### src/rtl/sr_sat_counter.sv
// Saturating up-counter: increments on inc, sticks at all-ones, never wraps.
module sr_sat_counter #(
    parameter int W = 8
) (
    input  logic         clk,
    input  logic         rst_n,
    input  logic         inc,
    output logic [W-1:0] cnt
);

    localparam logic [W-1:0] CNT_MAX = {W{1'b1}};
    localparam logic [W-1:0] CNT_ONE = W'(1);

    always_ff @(posedge clk or negedge rst_n) begin
        if (!rst_n) begin
            cnt <= '0;
        end else if (inc && (cnt != CNT_MAX)) begin
            cnt <= cnt + CNT_ONE;
        end
    end

endmodule

### config.mk
export PLATFORM = sky130hd
export DESIGN_NAME = sr_sat_counter
export DESIGN_NICKNAME = d
export VERILOG_FILES = /design/src/rtl/sr_sat_counter.sv
export SDC_FILE = /design/constraint.sdc
export NUM_CORES = 1
export LEC_CHECK = 0
export CAP_MARGIN = 15
export CORE_AREA = 2 2 39 41
export CTS_CLUSTER_DIAMETER = 80
export DETAILED_ROUTE_END_ITERATION = 6
export DIE_AREA = 0 0 41 43
export HOLD_SLACK_MARGIN = 0.08
export MAX_ROUTING_LAYER = met4
export PLACE_DENSITY = 0.66
export SYNTH_ARGS = -nofsm -noshare
export SYNTH_HDL_FRONTEND = slang
export SYNTH_SLANG_ARGS = --single-unit
### constraint.sdc
create_clock -name clk -period 1.7 [get_ports clk]
set_input_delay 0.17 -clock clk [delete_from_list [all_inputs] [get_ports clk]]
set_output_delay 0.17 -clock clk [all_outputs]
set_load 0.05 [all_outputs]
==> out/qor.txt <==
=========================================================================================
Run status                                                                   finished clean
Total wirelength of the detailed-routed design                                     767 um
Global-route track usage on met2                                                   0.1625
Worst flop-to-flop path endpoint                                                   cnt[1]
# resized after CTS                                                                     0
Number of remaining DRC errors                                                          0
Wire length of the first global-routing pass                                     1.455 mm
Clock transition at the registers of the reported paths                           0.06 ns
Number of enable flip-flop cells after synthesis                                        0
Number of violations reported at the end of detailed-routing iteration 0                2
Clock root cell                                                                  clkbuf_4
Kind of path behind the tightest hold check                                  primary input to async pin
Number of buffers inserted to repair setup after CTS                                    0
Peak VDD IR                                                                     0.7761 mV
Class of the most critical setup path                                        flip-flop to flip-flop
Met3 track demand over resource in global routing                                 0.09424
Std-Cell Rows                                                                          14
Antenna violations before repair                                                        0
Total congestion overflow                                                               0
Number of endpoints failing setup at the final stage                                    0
Worst max-slew margin expressed relative to the limit                              0.7561
Syn. warnings                                                                           0
Number of different library cells in the post-synthesis netlist                        23
Final clock period utilization by the worst path                                   0.8584
Vias after detailed routing                                                           330
Number of buffers inserted during clock tree synthesis                                  3
Regs by FF count                                                                   cnt x8
Register with the most flip-flops                                                     cnt
Inserted Diodes                                                                         0
Final-stage net count                                                                  53
Post-synthesis register bit count                                                       8
Sequential cell area fraction in the yosys report                                  0.4908
Count leader, synth                                                               dfrtp_1
Required arrival time at the worst endpoint                                       1.85 ns
Number of cell instances on the worst register-to-register path                         4
Cell types with the largest area share after synthesis                       dfrtp_1 (49%), a41oi_1 (4.3%), a311oi_2 (3.7%)
Die width                                                                           41 um
Worst-Margin Slew                                                               0.3648 ns
Synthesized net count                                                                  38
Clock sink count                                                                        8
Met1 Usage GRT                                                                     0.1574
Worst Setup EP                                                                     cnt[1]
CTS H-Tree Depth                                                                        1
RD Place Congestion                                                                0.8335
Static Leakage                                                                  0.2272 nW
Synthesized netlist cell count                                                         34
Reg-to-reg startpoint                                                              cnt[0]
Flip-flop count of the largest register, all copies and words added                     8
Worst-case clock buffer depth                                                           2
Main flop type after synthesis                                                    dfrtp_1
Fin. Hold Viols                                                                         0
Clock period minus final worst setup slack                                       1.459 ns
CORE AREA                                                                        1384 um2
Power density normalized to cell area                                         2160 nW/um2
Layout Skew                                                                   0.005927 ns
Clock tree from TritonCTS                                                            done
Area added between synthesis and finish                                            31.60%
Number of global-route vias before repair                                             340
Full die area                                                                    1763 um2
Data arrival time of the worst path                                               1.61 ns
Final sum of negative setup slack                                                    0 ns
Startpoint of the worst setup timing path                                          cnt[0]
Proportion of register bits with asynchronous set or reset after synthesis          1.000
Total routing resource utilization after global routing                            0.1284
Worst reg2reg setup slack                                                         0.24 ns
Largest net degree at the start of global routing                                       9
Detailed placement HPWL                                                          589.7 um
Avg Synthesized Cell Area                                                       12.00 um2
Critical path capture point type                                                flip-flop
GRT Max-Usage Layer                                                                  met2
Most common library cells after synthesis                                    dfrtp_1 (8), a21oi_1 (2), a31oi_1 (2), a41oi_1 (2), nand3_1 (2)
Insertion delay to the later sink of the worst-skew pair                          0.26 ns
Startpoint class of the critical path                                           flip-flop
RSZ-0062 raised after global routing                                                false
Max capacitance violation total                                                         0
Fin. max-slew vios                                                                      0
Port Buffer Count                                                                      10
Post-synthesis instance area                                                    407.9 um2
Count of hold buffers inserted by post-cts repair                                       0
Core utilization of the finished layout                                            0.3879
Yosys top cell by area                                                            dfrtp_1
Vertical extent of the die                                                          43 um
Effective utilization at floorplan                                                 0.2948
Post-detailed-route via-to-cell ratio                                               5.156
Total chip power                                                                 1.160 mW
Remaining antenna violation count after routing                                         0
Final routed wire length divided by cell count                                   11.98 um
Detailed-router iteration count before antenna repair                                   2
Top-area cell type share of the netlist area                                       0.4908
Critical path fanouts, max                                                              5
Boundary Pins                                                                          11
Maximum operating frequency                                                    0.6853 GHz
Share of post-route cells with drive strength above 1                              0.3958
=========================================================================================
## cells by family (layout without fill, tap and decap cells)
group | count (synthesis) | after routing | share of synthesized area
AND/OR/NAND/NOR | 9 | 9 | 0.1503
multiplexers | 2 | 2 | 0.06440
AO/OA/AOI/OAI | 11 | 11 | 0.2117
XOR/XNOR | 2 | 2 | 0.04295
flip-flops | 8 | 8 | 0.4908
adder cells (fa/ha/maj) | 1 | 1 | 0.03067
buffers and inverters | 1 | 15 | 0.009194
## layer usage
metal  share of wire  up-vias
li1                -      162
met1            0.44      155
met2            0.46       10
met3           0.086        3
met4           0.016        0
met5               0        -
## metrics by stage
stage | cell area, um2 | std cells | hold slack (ns) | setup slack [ns]
global placement | 510.5 | 60 | 0.4832 | 0.2073
finish | 536.8 | 64 | 0.1849 | 0.2408
global route | 536.8 | 64 | 0.1981 | 0.1418
CTS | 536.8 | 64 | 0.1962 | 0.2261
detailed placement | 510.5 | 60 | 0.4854 | 0.1778
floorplan | 410.4 | 34 | -0.1256 | 0.09441
## critical path, stage by stage (launching register included)
cell and delay [ns]:
dfrtp_2 0.39, ha_1 0.23, nand4_1 0.18, o21ai_2 0.21, mux2_1 0.33
## final cells by class
type                            count  area [um2]
Tap cell                           16       20.02
Timing Repair Buffer               10       80.08
Clock buffer                        4       26.28
Inverter                            1       3.754
Fill cell                         133       847.1
Multi-Input combinational cell     25       203.9
Sequential cell                     8       202.7
## power by group
group | leakage, nW | total (mW) | switching (mW) | internal (mW)
clock network | 0.0150 | 0.161 | 0.0708 | 0.0902
logic | 0.116 | 0.603 | 0.395 | 0.208
registers | 0.0958 | 0.395 | 0.120 | 0.275
## cell usage in the layout, fill, tap and decap left out, types with 2 or more instances in the layout
master	Yosys	layout
a21oi_1	2	2
a31oi_1	2	2
a41oi_1	2	2
buf_4	0	8
clkbuf_4	0	3
clkdlybuf4s50_1	0	2
dfrtp_1	8	6
dfrtp_2	0	2
nand3_1	2	2
## worst min-delay path by stage
| stage | start | endpoint | slack, ns | depth (start not counted) |
|---|---|---|---|---|
| after global routing | rst_n | cnt[6] | 0.20 | 1 |
| after detailed placement | rst_n | cnt[5] | 0.49 | 1 |
| after CTS | rst_n | cnt[6] | 0.20 | 1 |
| after floorplan | rst_n | cnt[0] | -0.13 | 0 |
| after global placement | rst_n | cnt[5] | 0.48 | 1 |
| final | rst_n | cnt[6] | 0.18 | 1 |
Note: power is estimated with default switching activity, not from simulation.
